<file path="src/rtl/carregador_matrizes.sv">
// rtl/carregador_matrizes.sv - serial byte loader assembling packed A/B matrices for the multiplier
// Optional A-reuse command (cfg_keep_a) enabled by defining CARREGADOR_REUSE_A_EN.
module carregador_matrizes #(
    parameter int DATA_W = 8,
    parameter int MAX_N  = 5
) (
    input  logic                              clk,
    input  logic                              rst,
    input  logic                              cfg_valid,
    output logic                              cfg_ready,
    input  logic [1:0]                        cfg_size,
`ifdef CARREGADOR_REUSE_A_EN
    input  logic                              cfg_keep_a,
`endif
    input  logic                              in_valid,
    output logic                              in_ready,
    input  logic [DATA_W-1:0]                 in_data,
    output logic                              out_valid,
    input  logic                              out_ready,
    output logic [MAX_N*MAX_N*DATA_W-1:0]     A,
    output logic [MAX_N*MAX_N*DATA_W-1:0]     B,
    output logic [1:0]                        matrix_size,
    output logic                              busy
);

    localparam int BUS_W = MAX_N * MAX_N * DATA_W;

    typedef enum logic [1:0] {
        S_IDLE,
        S_LOAD_A,
        S_LOAD_B,
        S_PRESENT
    } state_t;

    state_t             r_state;
    state_t             w_next;
    logic [BUS_W-1:0]   r_a;
    logic [BUS_W-1:0]   r_b;
    logic [1:0]         r_size;
    logic [4:0]         r_cnt;
    logic [4:0]         w_last_idx;
    logic [7:0]         w_base;
    logic               w_cfg_accept;
    logic               w_accept;
    logic               w_last;
    logic               w_keep;

    // Index of the final element (n*n-1) for the latched size.
    always_comb begin
        w_last_idx = 5'd3;
        case (r_size)
            2'b00:   w_last_idx = 5'd3;
            2'b01:   w_last_idx = 5'd8;
            2'b10:   w_last_idx = 5'd15;
            default: w_last_idx = 5'd24;
        endcase
    end

    assign w_cfg_accept = cfg_valid && (r_state == S_IDLE);
    assign w_accept     = in_valid && in_ready;
    assign w_last       = (r_cnt == w_last_idx);
    assign w_base       = 8'(r_cnt) * 8'(DATA_W);

`ifdef CARREGADOR_REUSE_A_EN
    // A is only reusable when the new command keeps the same dimension.
    assign w_keep = cfg_keep_a && (cfg_size == r_size);
`else
    assign w_keep = 1'b0;
`endif

    always_ff @(posedge clk) begin
        if (rst) begin
            r_state <= S_IDLE;
        end else begin
            r_state <= w_next;
        end
    end

    always_comb begin
        w_next = r_state;
        case (r_state)
            S_IDLE: begin
                if (cfg_valid) begin
                    w_next = w_keep ? S_LOAD_B : S_LOAD_A;
                end
            end
            S_LOAD_A: begin
                if (in_valid && w_last) begin
                    w_next = S_LOAD_B;
                end
            end
            S_LOAD_B: begin
                if (in_valid && w_last) begin
                    w_next = S_PRESENT;
                end
            end
            default: begin
                if (out_ready) begin
                    w_next = S_IDLE;
                end
            end
        endcase
    end

    always_ff @(posedge clk) begin
        if (rst) begin
            r_a    <= '0;
            r_b    <= '0;
            r_size <= 2'b00;
            r_cnt  <= 5'd0;
        end else if (w_cfg_accept) begin
            r_size <= cfg_size;
            r_b    <= '0;
            r_cnt  <= 5'd0;
            if (!w_keep) begin
                r_a <= '0;
            end
        end else if (w_accept) begin
            if (r_state == S_LOAD_A) begin
                r_a[w_base +: DATA_W] <= in_data;
            end else begin
                r_b[w_base +: DATA_W] <= in_data;
            end
            r_cnt <= w_last ? 5'd0 : r_cnt + 5'd1;
        end
    end

    assign cfg_ready   = (r_state == S_IDLE);
    assign in_ready    = (r_state == S_LOAD_A) || (r_state == S_LOAD_B);
    assign out_valid   = (r_state == S_PRESENT);
    assign busy        = (r_state != S_IDLE);
    assign A           = r_a;
    assign B           = r_b;
    assign matrix_size = r_size;

endmodule

</file>
<file path="config.mk">
export PLATFORM = sky130hd
export DESIGN_NAME = carregador_matrizes
export DESIGN_NICKNAME = d
export VERILOG_FILES = /design/src/rtl/carregador_matrizes.sv
export SDC_FILE = /design/constraint.sdc
export NUM_CORES = 1
export LEC_CHECK = 0
export CAP_MARGIN = 20
export CORE_MARGIN = 1.5
export CORE_UTILIZATION = 48
export DETAILED_ROUTE_END_ITERATION = 16
export PLACE_DENSITY = 0.91
export REMOVE_ABC_BUFFERS = 1
export SETUP_SLACK_MARGIN = 0.5
export SYNTH_ARGS = -nofsm -noshare
export SYNTH_HDL_FRONTEND = slang
export SYNTH_SLANG_ARGS = --single-unit
export TNS_END_PERCENT = 100
</file>
<file path="constraint.sdc">
create_clock -name clk -period 3.48 [get_ports clk]
set_clock_uncertainty 0.05 [all_clocks]
set_input_delay 0.348 -clock clk [delete_from_list [all_inputs] [get_ports clk]]
set_output_delay 0.348 -clock clk [all_outputs]
set_load 0.01 [all_outputs]
</file>
# [Word level (Yosys, flattened, before mapping)]
# Cells that the tools add are included.
[word_totals] out_inout_bits=406 input_bits=15 regBits=409 word_cells=40
[classes] n_eq_ne=9 n_bitwise=1 n_shift=2 addsub=2 reduce_logical=12 n_mux=9
[ops] op="bitwise mux 200 bit" count=2
[ops] op="variable shift 8 x 10 -> 200 bit (first input constant)" count=1
[ops] op="variable part select 8 x 10 -> 200 bit" count=1
[ops] op="one-hot mux 5 bit (3 select lines)" count=1
[ops] op="negation 8 -> 10 bit" count=1
[ops] op="2-to-1 mux 2 bit" count=4
[ops] op="equality test 2 bit (second input constant)" count=3
[ops] op="!= test 2 bit (second input constant)" count=3
[ops] op="one-hot mux 2 bit (3 select lines)" count=1
[ops] op="adder 5 x 1 -> 5 bit (second input constant)" count=1
[ops] op="equality test 5 bit" count=1
[ops] op="2-to-1 mux 5 bit" count=1
[ops] op="equality test 2 x 1 -> 1 bit (second input constant)" count=2
[ops] op="logical NOT 2 bit" count=2
[ops] op="AND reduction 2 bit" count=2
[ops] op="AND reduction 4 bit" count=1
[ops] op="nonzero test 4 bit" count=1
[ops] op="logical AND 1 bit" count=3
[ops] op="nonzero test 2 bit" count=1
[ops] op="OR reduction 2 bit" count=1
[ops] op="logical OR 1 bit" count=1
[ops] op="inverter 1 bit" count=1

# [Logic depth before layout (Yosys ltp)]
[depth] ltp_word=6 ltp_mapped=11 mapped_depth_nobuf=7

# [Worst setup path before layout]
# OpenSTA, ideal clock, no wires.
[synth_timing] path_kind="register -> register" start="register r_cnt[0]" end="register r_a[136], in the netlist A[136]" arrival_time_ps=2323 slack_ps=1035 period_less_slack_ps=2445 setup_time_ps=72 path_stages_with_launch=10 path_buffers=2 required_ps=3358 cell_sequence="dfxtp_1 buf_2 inv_1 ha_1 nor3b_2 mux2_2 nor2_1 and3_1 buf_4 mux2i_1"
[synth_between] elab_chain_cells=3 elab_cells_between_ends=4 classes_between="add/sub (1); shift (2); mux (1)"
[synth_lines] element="start: declaration" line_no="40" text="logic [4:0] r_cnt;"
[synth_lines] element="start signal: assignment" line_no="124" text="r_cnt <= w_last ? 5'd0 : r_cnt + 5'd1;"
[synth_lines] element="negation 8 -> 10 bit *" line_no="120" text="r_a[w_base +: DATA_W] <= in_data;"
[synth_lines] element="variable part select 8 x 10 -> 200 bit / variable shift 8 x 10 -> 200 bit (equally long branches)" line_no="120"
[synth_lines] element="bitwise mux 200 bit *" line_no="120"
[synth_lines] element="end signal: indexed assignment" line_no="120"
[synth_lines] element="end: declaration" line_no="37" text="logic [BUS_W-1:0] r_a;"
# Mark *: on every way between the ends. The rest lies on a longest branch, timed or not.
# A chain may end at the register's enable or synchronous reset.

# [Worst setup path after layout]
[layout_timing] start="register r_cnt[1]" end="register r_a[10], in the netlist A[10]"
# The elaborated chain is that of the path after synthesis.

==> reports/qor.txt <==
Initial antenna violation count - 0
Mapped Cells - 1520
Leakage power - 8.49 nW
Switching power of the nets - 0.00278 W
Chip width - 182 um
Flop and latch count out of synthesis - 409
Required @ worst endpoint - 3870 ps
Internal power - 0.00741 W
Main synth FF type - dfxtp_1
Worst min path class - in2reg
Max clock buf depth - 3
Clk network pwr share - 0.411
Reg power frac - 0.467
Die area - 33300 sq um
First-pass GRT wire length - 76000 um
Worst Path Max Fanout - 14
Asr flop ratio synth - 0
Final worst setup slack - 624 ps
Largest cells by area after synthesis - dfxtp_1 53%, mux2i_1 20%, nand2_1 8.1%, a32o_1 2.1%, o2bb2ai_1 1.8%
Final cycle utilization of the critical path - 0.821
Element type at the critical path end - flip-flop
CTS tree - done
Top Layer Used - met4
N_diodes - 0
PD cells - 479 nW/um^2
Pre-CTS WS - 411 ps
Post-CTS Setup Inserts - 0
Number of distinct library cells after synthesis - 53
Fmax - 350 MHz
Critical Path AT - 3250 ps
Placeable core area - 31600 sq um
Total GRT Usage - 0.294
Vias in the first global route - 13029
DIE HEIGHT - 182 um
Critical Path Start Type - flip-flop
Skew-Pair Late Insertion Delay - 520 ps
TNS Setup - 0 ps
Cells after DPL - 2273
Initial core utilization - 0.489
H-tree depth - 2
Switching Fraction - 0.273
Total Nets Final - 1940
Max VDD drop - 0.622 mV
DRT Wirelength - 50600 um
# port buffers - 420
Number of DRC markers in iteration 0 - 900
Mapped Avg Cell Area - 10.2 sq um
Non-Filler Instances - 2347
Placer congestion estimate - 0.881
Met2 routed WL - 24800 um
Slew at the pin closest to its max-slew limit - 1080 ps
Combinational share of power - 0.123
Clock Root Buffer - clkbuf_16
Num ports - 421
Final ANT Viol Nets - 0
Max-slew violation count - 0
Register area share after synthesis - 0.530
DR vias/cell - 5.60
Hold-fix buffers, CTS - 0
Vias - 13145
Area Growth Syn to Fin - 37.8%
Rel. slew slack - 0.275
Status - finished clean
Max cap viols - 0
Leading area contributor after synthesis - dfxtp_1
Synth cell count leaders - 409 x dfxtp_1, 334 x nand2_1, 305 x mux2i_1
Grt ovf - 0
CTS sink cnt - 409
Pin count of the biggest net entering global routing - 132
Metal-1 WL - 20200 um
Post-synth EDFFs - 0
Mapped Area - 15500 sq um
Final min period - 2860 ps
Share of cells above drive strength 1 - 0.0746
Dpl hpwl - 35400 um
CTS clk-pin slew, worst paths - 60 ps
CTS Buf Count - 41
FP Rows - 65
Most instantiated library cell after synthesis - dfxtp_1
DRC viols - 0
First-pass DRT Iterations - 5
WL met3 - 2770 um
Final Setup Violations - 0
Post-CTS sizing - 3
RSZ-0062 raised after global routing - true
Final hold viol count - 0
Wire per inst - 21.6 um
Yosys warns - 0
Critical path class - reg2reg
Top cell type's share of synthesized area - 0.530
[path summary, 6_finish.rpt]
| check | startpoint | end | slack [ps] | cells past startpoint |
|---|---|---|---|---|
| worst max register to register | r_cnt[1] | A[10] | 620 | 6 |
| worst min-delay path | cfg_size[1] | matrix_size[1] | 330 | 3 |
| worst min register to register | B[38] | B[38] | 410 | 2 |
| worst max-delay path | r_cnt[1] | A[10] | 620 | 6 |
[flip-flops by register name (all words and copies together), names as in the netlist]
register	count
A	200
B	200
matrix_size	2
r_cnt	5
r_state	2
[per-layer routing]
metal  track usage  vias to the layer above
met2         0.509                      541
met1         0.347                     6387
met4         0.167                        0
li1              -                     6052
met5             0                        -
met3        0.0483                      165
[kinds of logic after synthesis]
logic type / Yosys count / share of synthesized area
and+or+nand+nor: 544 / 0.160
DFF: 409 / 0.530
muxes: 306 / 0.198
AOI/OAI and AO/OA: 143 / 0.0723
buffers and inverters: 105 / 0.0290
adders and majority gates: 11 / 0.00890
xor gates and xnor gates: 2 / 0.00210
[metrics by stage]
step | power (W) | hold WS [ps] | instance area [sq um] | util
global placement | 0.00605 | 392 | 20000 | 0.632
floorplan | 0.00554 | 367 | 15000 | -
detailed placement | 0.00608 | 395 | 20000 | 0.632
CTS | 0.0102 | 316 | 21300 | 0.672
finish | 0.0102 | 333 | 21300 | 0.673
global route | 0.0105 | 320 | 21300 | 0.673
[power groups by stage]
stage               Combinational, W  Clock (W)  Sequential, W
floorplan                   0.000684          0        0.00486
global placement             0.00120          0        0.00486
detailed placement           0.00122          0        0.00486
CTS                          0.00123    0.00421        0.00476
global route                 0.00134    0.00442        0.00476
finish                       0.00125    0.00419        0.00476
[critical path, cell delays in order, from the launching register on]
cell,delay [ps]
dfxtp_1,620
inv_1,160
ha_1,330
xor2_2,220
nor4_2,860
nand2_1,290
mux2i_1,230
[placed cells by master (no fill, tap or decap), types with 4 or more instances in the layout]
cell and instances:
clkdlybuf4s50_1 420, dfxtp_1 408, nand2_1 334, mux2i_1 305, nor2_1 63, nand3_1 48
clkbuf_16 43, o21ai_0 37, a32o_1 32, o2bb2ai_1 32, buf_4 25, and2_1 22
nand3_2 21, clkbuf_1 17, a21oi_1 13, ha_1 11, inv_1 9, and3_1 8
nand2b_1 7, clkinv_2 7, nor3_1 6, nor4_2 5, or3_1 4, and3_2 4
nand4_1 4, a21oi_2 4, clkbuf_8 4
[layout make-up]
| type | count | area [sq um] |
|---|---|---|
| clock buffers | 64 | 1190 |
| clock inverters | 10 | 60.1 |
| fillers | 2334 | 10300 |
| inverters | 9 | 33.8 |
| multi-input cells | 1006 | 6890 |
| flip-flops and latches | 409 | 8190 |
| well taps | 402 | 503 |
| repair buffers | 447 | 4430 |
Power figures use the tool's default switching activity.
